--- src/rtl/imem_uart_loader_if.sv ---
// Byte-stream and instruction-memory write bundle for the boot loader.
// Ports: rx_valid/rx_data/rx_break (stream in), mem_we/mem_addr/mem_wdata (write out).
interface imem_uart_loader_if #(
  parameter int ADDR_W = 8
);
  logic              rx_valid;
  logic [7:0]        rx_data;
  logic              rx_break;
  logic              mem_we;
  logic [ADDR_W-1:0] mem_addr;
  logic [31:0]       mem_wdata;

  modport master (
    output rx_valid,
    output rx_data,
    output rx_break,
    input  mem_we,
    input  mem_addr,
    input  mem_wdata
  );

  modport slave (
    input  rx_valid,
    input  rx_data,
    input  rx_break,
    output mem_we,
    output mem_addr,
    output mem_wdata
  );
endinterface

--- src/rtl/imem_uart_loader.sv ---
// Assembles UART bytes into LE words and writes them to imem from address 0.
// Ports: clk, rst, bus (slave), write_done, mem_full, frame_err, word_count,
// cksum (only with IMEM_LOADER_CKSUM_EN defined).
module imem_uart_loader #(
  parameter int          ADDR_W   = 8,
  parameter logic [31:0] END_WORD = 32'hFFFF_FFFF
) (
  input  logic                 clk,
  input  logic                 rst,
  imem_uart_loader_if.slave    bus,
  output logic                 write_done,
  output logic                 mem_full,
  output logic                 frame_err,
  output logic [ADDR_W:0]      word_count
`ifdef IMEM_LOADER_CKSUM_EN
  ,
  output logic [31:0]          cksum
`endif
);

  typedef enum logic {
    LOAD,
    DONE
  } state_t;

  state_t      state;
  logic [1:0]  idx;
  logic [23:0] shift_q;
  logic [31:0] word;
  logic        last_addr;

  // Lane 3 comes straight from the wire so the word is ready on the 4th strobe.
  assign word = {bus.rx_data, shift_q};
  assign last_addr = (word_count[ADDR_W-1:0] == {ADDR_W{1'b1}});

  always_ff @(posedge clk or posedge rst) begin
    if (rst) begin
      state         <= LOAD;
      idx           <= 2'd0;
      shift_q       <= 24'd0;
      bus.mem_we    <= 1'b0;
      bus.mem_addr  <= '0;
      bus.mem_wdata <= 32'd0;
      word_count    <= '0;
      write_done    <= 1'b0;
      mem_full      <= 1'b0;
      frame_err     <= 1'b0;
`ifdef IMEM_LOADER_CKSUM_EN
      cksum         <= 32'd0;
`endif
    end else begin
      bus.mem_we <= 1'b0;
      unique case (state)
        LOAD: begin
          if (bus.rx_valid) begin
            if (bus.rx_break) begin
              idx       <= 2'd0;
              frame_err <= 1'b1;
            end else if (idx != 2'd3) begin
              shift_q[idx*8 +: 8] <= bus.rx_data;
              idx                 <= idx + 2'd1;
            end else begin
              idx <= 2'd0;
              if (word == END_WORD) begin
                state      <= DONE;
                write_done <= 1'b1;
              end else begin
                bus.mem_we    <= 1'b1;
                bus.mem_addr  <= word_count[ADDR_W-1:0];
                bus.mem_wdata <= word;
                word_count    <= word_count + {{ADDR_W{1'b0}}, 1'b1};
`ifdef IMEM_LOADER_CKSUM_EN
                cksum         <= cksum ^ word;
`endif
                if (last_addr) begin
                  state      <= DONE;
                  write_done <= 1'b1;
                  mem_full   <= 1'b1;
                end
              end
            end
          end
        end
        DONE: begin
        end
        default: state <= DONE;
      endcase
    end
  end

endmodule

--- src/flat_wrapper.sv ---
// flat-port wrapper written by rule: the top's interface ports become plain ports
module imem_uart_loader_flat 
#(
  parameter int          ADDR_W   = 8,
  parameter logic [31:0] END_WORD = 32'hFFFF_FFFF
)
  (clk, rst, write_done, mem_full, frame_err, word_count, bus_rx_valid, bus_rx_data, bus_rx_break, bus_mem_we, bus_mem_addr, bus_mem_wdata);
  imem_uart_loader_if #(.ADDR_W(ADDR_W)) bus_i ();
  input  logic clk;
  input  logic rst;
  output logic write_done;
  output logic mem_full;
  output logic frame_err;
  output logic [ADDR_W:0] word_count;
  input wire logic [$bits(bus_i.rx_valid)-1:0] bus_rx_valid;
  input wire logic [$bits(bus_i.rx_data)-1:0] bus_rx_data;
  input wire logic [$bits(bus_i.rx_break)-1:0] bus_rx_break;
  output wire logic [$bits(bus_i.mem_we)-1:0] bus_mem_we;
  output wire logic [$bits(bus_i.mem_addr)-1:0] bus_mem_addr;
  output wire logic [$bits(bus_i.mem_wdata)-1:0] bus_mem_wdata;
  assign bus_i.rx_valid = bus_rx_valid;
  assign bus_i.rx_data = bus_rx_data;
  assign bus_i.rx_break = bus_rx_break;
  assign bus_mem_we = bus_i.mem_we;
  assign bus_mem_addr = bus_i.mem_addr;
  assign bus_mem_wdata = bus_i.mem_wdata;
  imem_uart_loader #(.ADDR_W(ADDR_W), .END_WORD(END_WORD)) u_core (.clk(clk), .rst(rst), .bus(bus_i), .write_done(write_done), .mem_full(mem_full), .frame_err(frame_err), .word_count(word_count));
endmodule
--- config.mk ---
export PLATFORM = sky130hd
export DESIGN_NAME = imem_uart_loader_flat
export DESIGN_NICKNAME = d
export VERILOG_FILES = /design/src/rtl/imem_uart_loader_if.sv /design/src/rtl/imem_uart_loader.sv /design/src/flat_wrapper.sv
export SDC_FILE = /design/constraint.sdc
export NUM_CORES = 1
export LEC_CHECK = 0
export ABC_AREA = 1
export CORE_ASPECT_RATIO = 0.8
export CORE_MARGIN = 1
export CORE_UTILIZATION = 25
export DETAILED_ROUTE_END_ITERATION = 6
export PLACE_DENSITY = 0.45
export SETUP_SLACK_MARGIN = 0.5
export SLEW_MARGIN = 20
export SYNTH_ARGS = -nofsm -noshare
export SYNTH_HDL_FRONTEND = slang
export SYNTH_SLANG_ARGS = --single-unit
--- constraint.sdc ---
create_clock -name clk -period 3.1 [get_ports clk]
set_clock_uncertainty 0.15 [all_clocks]
set_input_delay 0.465 -clock clk [delete_from_list [all_inputs] [get_ports clk]]
set_output_delay 0.465 -clock clk [all_outputs]
set_load 0.005 [all_outputs]
After elaboration in Yosys (flattened, before gate mapping) --
Index checks and enable logic that the tools add are counted. W data, S select, Z words.
Word-level totals: flip-flop bits (word level) 80, input bits 12, output and inout bits 53, logic and storage cells 45
Operators by class: $add $sub $neg 3, equal/unequal tests 3, shifts and indexed selects 2, multiplexer cells 16, bitwise operators 4, reductions and logical operators 7
Operators by type and width (number):
- $neg A5 Y34 | 1
- $shift A8 B34 Y24 const A | 1
- $shiftx A8 B34 Y24 | 1
- $eq A32 B32 Y1 const B | 1
- $bwmux W24 | 1
- $mux W1 | 13
- $reduce_and A5 Y1 | 2
- $add A9 B1 Y9 const B | 1
- $eq A8 B8 Y1 const B | 1
- $reduce_and A6 Y1 | 1
- $mux W2 | 2
- $not A1 Y1 | 4
- $reduce_and A4 Y1 | 1
- $reduce_and A3 Y1 | 1
- $add A2 B1 Y2 const B | 1
- $ne A2 B2 Y1 const B | 1
- $reduce_and A2 Y1 | 1
- $reduce_bool A2 Y1 | 1

Depth between registers and ports, before layout --
Gate-level depths: netlist (run 1).
word-level depth 7, gate-level depth with buffers 10, mapped depth without buffers 9

Least setup slack after synthesis (run 1) --
No wires, ideal clock.
kind register -> register, from reg u_core.idx[0], to reg u_core.shift_q[0], library setup time 0.083 ns, arrival 1.584 ns, data required time 2.867 ns, path slack 1.283 ns, cell stages (with the launch flop) 6, path buffers 0, clock period less this slack 1.817 ns, cells stage by stage dfrtp_1 inv_1 ha_1 nor3_1 nand3_1 o21ai_0
Between the ends: longest elaborated chain between the ends 3, elaborated cells between the ends (all ways) 6, classes of those cells add/sub (1); eq/ne (1); shift (2); mux (1); reduce/logical (1)
RTL lines:
- start, declared | line imem_uart_loader.sv:27 | logic [1:0] idx;
- start signal, assigned | line imem_uart_loader.sv:61 | idx <= idx + 2'd1;
- $neg A5 Y34 | line imem_uart_loader.sv:60 | shift_q[idx*8 +: 8] <= bus.rx_data;
- $shiftx A8 B34 Y24 / $shift A8 B34 Y24 (equally long branches) | line imem_uart_loader.sv:60
- $bwmux W24 | line imem_uart_loader.sv:60
- end signal, assigned by index | line imem_uart_loader.sv:60
- end, declared | line imem_uart_loader.sv:28 | logic [23:0] shift_q;
Parallel ways exist; a longest one is shown, timed or not. A chain may end at the register's enable or synchronous reset.

Final worst setup path (run 1) --
from in bus_rx_data[4], to reg u_core.bus.mem_wdata[9]
Between the ends: longest elaborated chain between the ends 3
RTL lines:
- start, declared | line flat_wrapper.sv:16 | input wire logic [$bits(bus_i.rx_data)-1:0] bus_rx_data;
- $eq A32 B32 Y1 | line imem_uart_loader.sv:64 | if (word == END_WORD) begin
- $not A1 Y1 (no line)
- $reduce_and A5 Y1 (no line)
- end signal, assigned | line imem_uart_loader.sv:70 | bus.mem_wdata <= word;
- end, declared | line imem_uart_loader_if.sv:28 | output mem_wdata
No other way between the ends.

==> results by group, run 1 <==
CTS
  – Later-pin clock latency in the skew report: between 300 and 400 ps
  – Maximum root-to-sink buffer count: 2
  – CTS root buf: sky130_fd_sc_hd__clkbuf_16
  – Clock transition at path regs: around 60 ps
  – Total CTS buffers: 9
  – Post_cts resized: 0
  – CTS sink cnt: 80
  – Hold buffer count at CTS: 0
  – Setup bufs post-CTS: 0
  – Maximum level of the CTS H-tree: 3
  – Clock tree from TritonCTS: yes

Synth
  – Sequential element share of the synthesized area: 0.577
  – Most common cell in the netlist: sky130_fd_sc_hd__nand2_1
  – Post-synth ARST share: 1.00
  – Number of distinct library cell variants in the gate-level netlist after synthesis: 24
  – Number of synthesized register bits: 80
  – Leading post-synthesis cells by cell area: sky130_fd_sc_hd__dfrtp_1 (58%), sky130_fd_sc_hd__nand2_1 (14%), sky130_fd_sc_hd__o21ai_0 (8.1%)
  – Largest area contributor in the synthesized netlist: sky130_fd_sc_hd__dfrtp_1
  – Synth Warn #: 0
  – Post-synth EDFFs: 0
  – Total standard cell area after synthesis: about 3500 um^2
  – Proportion of netlist area held by the largest area contributor: 0.577
  – Number of instances in the synthesized netlist: 394
  – Most used standard cells in the synthesized netlist: sky130_fd_sc_hd__nand2_1 (126), sky130_fd_sc_hd__dfrtp_1 (80), sky130_fd_sc_hd__o21ai_0 (56)
  – Most used flip-flop cell after synthesis: sky130_fd_sc_hd__dfrtp_1
  – Syn_area_per_cell: 8.81 um^2
  – Net count of the mapped netlist: between 400 and 500

Pwr
  – Static leakage: 2.23 nW
  – VDD IR-drop max: 0.000273 V
  – Total power of the final layout: between 0.002 and 0.0025 W
  – Power per cell area: around 480 nW/um^2

Placed design
  – Standard cell area after detailed placement: 4310 um^2
  – Number of placed instances with taps included: 632
  – Post-Place Setup Slack: 478 ps
  – Final weighted congestion of routability-driven global placement: just under 0.8
  – Quantity of I/O buffers inserted on ports: 64
  – Placed wire-length estimate after detailed placement: 6.12 mm

Global route
  – Number of global-route vias before repair: 2,778
  – Overall global routing resource usage: 0.130
  – Initial antenna violation count: 0
  – Largest net degree at the start of global routing: between 40 and 50
  – First-pass GRT wire length: about 14 mm
  – Overall overflow remaining after global route: 0

Cells and area
  – Net count reported at finish: 481
  – Area of the multi-input gates: ~1200 um^2
  – Antenna diode instance count: 0
  – Fill cell count: 1,416
  – Sequential cell area: between 2000 and 2500 um^2
  – Post-route standard cell area excluding fillers: 4620 um^2
  – Final Instance Count excl. Fillers: 648
  – Share of final-layout standard cells stronger than drive strength 1: 0.0662
  – Area growth from synthesis to layout: 33.0%

Die
  – Chip Width: 134 um
  – Row count: 38
  – Core footprint: between 10,000 and 15,000 um^2
  – Die boundary height: 107 um
  – Die outline area: 14,400 um^2
  – Starting Density: 0.256
  – Top-level I/O count: 65

Setup path
  – Startpoint class of the critical path: input port
  – Arrival time reported for the critical path endpoint: 2300 ps
  – CP endpoint kind: flop
  – Crit Path Category: in -> reg
  – Endpoint required time on the critical path: about 3200 ps
  – Worst-path fanout max: 42

Hold path
  – Class of the tightest hold or removal check: reg -> reg

Timing
  – Pins Over Slew Limit: 0
  – Min setup slack post-route: 845 ps
  – Setup total negative slack: 0 ps
  – Hold violation count in the final report: 0
  – Setup violations, final: 0
  – Unrepaired setup endpoints after global routing: false
  – Time the final worst path needs with I/O delays and setup: roughly 2300 ps
  – Worst slew slack as a fraction of its limit: 0.620
  – Slew at the pin closest to its max-slew limit: 570 ps
  – Peak Freq: about 440 MHz
  – Period utilization: 0.727

Flow run
  – Max-Cap Viols: 0

Status
  – Outcome: finished, final reports clean

Drt
  – DRT iter0 DRCs: 136
  – Via/cell ratio: 4.17
  – DRC violation count after routing: 0
  – Count of vias placed by the detailed router: 2,702
  – TritonRoute pass-1 iters: 4
  – Post-route antenna net violation count: 0
  – Post-DR wirelength/cell: 13.2 um
  – Wire length after detailed routing: roughly 8.5 mm
## power breakdown
group          switching [W]  total [W]  internal [W]
registers                  0    0.00104       0.00104
clock network       0.000426    0.00109      0.000668
logic              0.0000381  0.0000554     0.0000174
total               0.000464    0.00219       0.00173
## registers in the layout (all words and copies together), names as in the netlist
register	cells
u_core.word_count	9
u_core.bus.mem_addr	8
u_core.write_done	1
u_core.bus.mem_wdata	32
u_core.shift_q	24
u_core.frame_err	1
u_core.mem_full	1
u_core.idx	2
u_core.state	1
u_core.bus.mem_we	1
## kinds of logic after synthesis
kind of cell,after synthesis,synth area share
compound gates,59,0.0865
xor+xnor,5,0.0126
fa+ha+maj,6,0.0216
buf+inv,59,0.0743
flops,80,0.577
simple gates,185,0.228
## routing by layer
layer  part of all wire  track usage  vias up
met3              0.041       0.0358       10
li1                   -            -     1382
met2               0.41        0.186       59
met5                  0            0        -
met4              0.011       0.0341        0
met1               0.54        0.189     1251
## layout make-up
cell class,count,area share
clock buffer,12,0.0556
clock inverter,4,0.0114
inverter,46,0.0382
multi-input combinational,255,0.262
sequential,80,0.434
tap,180,0.0488
timing repair buffer,71,0.150
## cell usage in the layout, fill, tap and decap left out, types with 2 or more instances in the layout
cell,count
sky130_fd_sc_hd__nor2_1,22
sky130_fd_sc_hd__clkbuf_8,2
sky130_fd_sc_hd__o21bai_1,2
sky130_fd_sc_hd__o21ai_0,56
sky130_fd_sc_hd__dfrtp_1,80
sky130_fd_sc_hd__nand3_1,17
sky130_fd_sc_hd__ha_1,6
sky130_fd_sc_hd__xor2_1,4
sky130_fd_sc_hd__nand2_1,126
sky130_fd_sc_hd__nand4_1,12
sky130_fd_sc_hd__clkbuf_16,9
sky130_fd_sc_hd__clkinvlp_4,4
sky130_fd_sc_hd__nor2_4,3
sky130_fd_sc_hd__buf_4,7
sky130_fd_sc_hd__clkdlybuf4s50_1,64
sky130_fd_sc_hd__inv_1,44
## metrics by stage
stage,hold slack [ps],util
after global placement,284,0.318
final,300,0.341
after detailed placement,288,0.318
after global routing,311,0.341
after floorplan,272,-
after CTS,302,0.341
## final timing paths
check	depth (start not counted)	to	start	slack [ps]
max	9	u_core.bus.mem_wdata[9]	bus_rx_data[4]	850
min	2	u_core.state	u_core.state	300
max reg2reg	6	u_core.shift_q[5]	u_core.idx[0]	1130
min reg2reg	2	u_core.state	u_core.state	300
max in group asynchronous	3	u_core.shift_q[16]	rst	1880
min in group asynchronous	3	u_core.bus.mem_wdata[4]	rst	480
## critical path, stage by stage
cell	delay, ps
sky130_fd_sc_hd__clkdlybuf4s50_1	690
sky130_fd_sc_hd__nand2_1	90
sky130_fd_sc_hd__nor2_1	110
sky130_fd_sc_hd__nand2_1	60
sky130_fd_sc_hd__nor2_1	120
sky130_fd_sc_hd__nand2_2	100
sky130_fd_sc_hd__nand2_4	140
sky130_fd_sc_hd__buf_4	370
sky130_fd_sc_hd__o21ai_0	140
No activity file was read; power rests on OpenSTA's default activity.
==> run 2: changes to the inputs <==
Clock period 3.1 ns to 2.3 ns, I/O delays scaled along.
==> run 2 against run 1 <==
  * Design area is 8.1% higher
  * Sequential power grew 36%
  * Cell count grew 3.5%
  * Critical path depth decreased by 8
  * Non-clock buffer count rose by 25
  * Clock power increased by 22%
  * Flip-flop and latch count unchanged
  * Via count is 5.5% higher
  * Global-route usage rose by 0.52 points
==> results by group, run 2 (synthesis results as in run 1) <==
Cells and area
  – Net count reported at finish: 506 (was 481)
  – Area growth from synthesis to layout: 43.8% (was 33.0%)
  – Most frequent standard cell in the layout excluding fill and tap cells: sky130_fd_sc_hd__nand2_1 (unchanged)
  – Antenna diode instance count: 0 (unchanged)
  – Top library cells by usage in the layout, fill and taps aside: sky130_fd_sc_hd__nand2_1 (124), sky130_fd_sc_hd__dfrtp_1 (74), sky130_fd_sc_hd__o21ai_0 (56), sky130_fd_sc_hd__clkdlybuf4s50_1 (54), sky130_fd_sc_hd__inv_1 (43) (was sky130_fd_sc_hd__nand2_1 (126), sky130_fd_sc_hd__dfrtp_1 (80), sky130_fd_sc_hd__clkdlybuf4s50_1 (64), sky130_fd_sc_hd__o21ai_0 (56), sky130_fd_sc_hd__inv_1 (44))
  – Final Instance Count excl. Fillers: 671 (was 648)
  – Largest registers in the final layout: u_core.bus.mem_wdata x32, u_core.shift_q x24, u_core.word_count x9 (unchanged)
  – Final core utilization: 0.368 (was 0.341)
  – Largest register FFs: 32 (unchanged)
  – Share of final-layout standard cells stronger than drive strength 1: 0.134 (was 0.0662)
  – Top register by number of flip-flops: u_core.bus.mem_wdata (unchanged)

Drt
  – Via/cell ratio: 4.25 (was 4.17)
  – TritonRoute pass-1 iters: 4 (unchanged)
  – Post-DR wirelength/cell: 14.2 um (was 13.2 um)
  – DRT iter0 DRCs: 120 (was 136)
  – Count of vias placed by the detailed router: 2,851 (was 2,702)
  – Wire length after detailed routing: 9.50 mm (was 8.53 mm)
  – Post-route antenna net violation count: 0 (unchanged)
  – DRC violation count after routing: 0 (unchanged)

Setup path
  – Number of buffer and inverter stages on the critical path: 1 (was 2)
  – Endpoint required time on the critical path: 1800 ps (was 3150 ps)
  – Arrival time reported for the critical path endpoint: 1270 ps (was 2300 ps)
  – CP endpoint kind: output pin (was flop)
  – Worst-path fanout max: 7 (was 42)
  – Worst path slowest cell: sky130_fd_sc_hd__clkdlybuf4s50_1 (unchanged)
  – Critical path's largest stage delay: 520 ps (was 690 ps)
  – Crit Path Category: reg -> out (was in -> reg)
  – CP delay by family, top: buffers and inverters (unchanged)
  – Critical path cell sequence: clkdlybuf4s50_1 (was clkdlybuf4s50_1, nand2_1, nor2_1, nand2_1, nor2_1, nand2_2, nand2_4, buf_4, o21ai_0)
  – Startpoint class of the critical path: flop (was input port)

Placed design
  – Quantity of I/O buffers inserted on ports: 64 (unchanged)
  – Final weighted congestion of routability-driven global placement: 0.809 (was 0.782)
  – Number of placed instances with taps included: 635 (was 632)
  – Placed wire-length estimate after detailed placement: 6.22 mm (was 6.12 mm)

Pwr
  – VDD IR-drop max: 0.000325 V (was 0.000273 V)
  – Static leakage: 2.50 nW (was 2.23 nW)
  – Power per cell area: 565 nW/um^2 (was 475 nW/um^2)

CTS
  – Maximum level of the CTS H-tree: 3 (unchanged)
  – Maximum root-to-sink buffer count: 2 (unchanged)
  – CTS root buf: sky130_fd_sc_hd__clkbuf_16 (unchanged)
  – Clock transition at path regs: 60 ps (about the same)
  – Hold buffer count at CTS: 0 (unchanged)
  – Clock tree from TritonCTS: yes (unchanged)
  – Later-pin clock latency in the skew report: 330 ps (was 340 ps)
  – Total CTS buffers: 9 (unchanged)
  – CTS sink cnt: 80 (unchanged)

Timing
  – Peak Freq: 566 MHz
  – Hold violation count in the final report: 0 (unchanged)
  – Slew at the pin closest to its max-slew limit: 423 ps (was 570 ps)
  – Time the final worst path needs with I/O delays and setup: 1770 ps
  – Unrepaired setup endpoints after global routing: false (unchanged)
  – Setup violations, final: 0 (unchanged)
  – Worst slew slack as a fraction of its limit: 0.718 (was 0.620)
  – Setup total negative slack: 0 ps (unchanged)
  – Pins Over Slew Limit: 0 (unchanged)
  – Period utilization: 0.768

Die
  – Top-level I/O count: 65 (unchanged)
  – Die boundary height: 107 um (unchanged)
  – Starting Density: 0.256 (unchanged)
  – Row count: 38 (unchanged)
  – Chip Width: 134 um (unchanged)
  – Core footprint: 13,600 um^2 (unchanged)
  – Die outline area: 14,400 um^2 (unchanged)

Global route
  – Largest net degree at the start of global routing: 81 (was 44)
  – Overall overflow remaining after global route: 0 (unchanged)
  – Overall global routing resource usage: 0.135 (was 0.130)
  – First-pass GRT wire length: 14.6 mm (was 14.3 mm)
  – Initial antenna violation count: 0 (unchanged)
  – Number of global-route vias before repair: 2,798 (was 2,778)

Hold path
  – Class of the tightest hold or removal check: in -> reg (was reg -> reg)

Flow run
  – Max-Cap Viols: 0 (unchanged)

Status
  – Outcome: finished, final reports clean (unchanged)
==> run 2: power breakdown <==
group          switching [W]  leakage [nW]  internal [W]
clock network       0.000523         0.135      0.000808
registers                  0         0.963       0.00141
logic              0.0000538          1.41     0.0000267
==> run 2: path summary, 6_finish.rpt <==
check	depth (start not counted)	end	from	slack (ps)
worst max-delay path	1	word_count[3]	u_core.word_count[3]	530
worst min-delay path	4	u_core.bus.mem_wdata[30]	bus_rx_data[6]	290
worst max register to register	7	u_core.bus.mem_wdata[3]	u_core.idx[1]	630
worst min register to register	2	u_core.state	u_core.state	310
max in group asynchronous	3	u_core.idx[0]	rst	1310
min in group asynchronous	3	u_core.bus.mem_wdata[3]	rst	340
==> run 2: what timing repair did <==
item                                    in CTS  in global routing
resized for setup                           12                 17
pin swaps                                    2                  4
cloned                                       1                  4
buffers inserted                             8                  9
endpoints found under the setup margin      44                 82
==> run 2: cell type report <==
class | count | area, um^2
clock buffer | 14 | 274
fill | 1390 | 8560
sequential | 80 | 2010
inverter | 46 | 181
multi-input combinational | 255 | 1260
timing repair buffer | 96 | 1040
tap | 180 | 225
==> run 2: metal layers <==
metal  wire [um]  track usage  part of all wire  up-vias
met1        4870        0.182              0.51     1348
met5           0            0                 0        -
li1            -            -                 -     1435
met2        4040        0.204              0.42       57
met4         107       0.0414             0.011        0
met3         488       0.0438             0.051       11
==> run 2: metrics by stage <==
stage	setup WS (ps)	total power [W]	cell area [um^2]	hold WS, ps
after floorplan	650	0.00146	3480	272
after global placement	131	0.00152	4370	285
after detailed placement	116	0.00152	4370	288
after CTS	489	0.00286	4750	303
after global routing	497	0.00294	4990	330
final	534	0.00282	4990	292
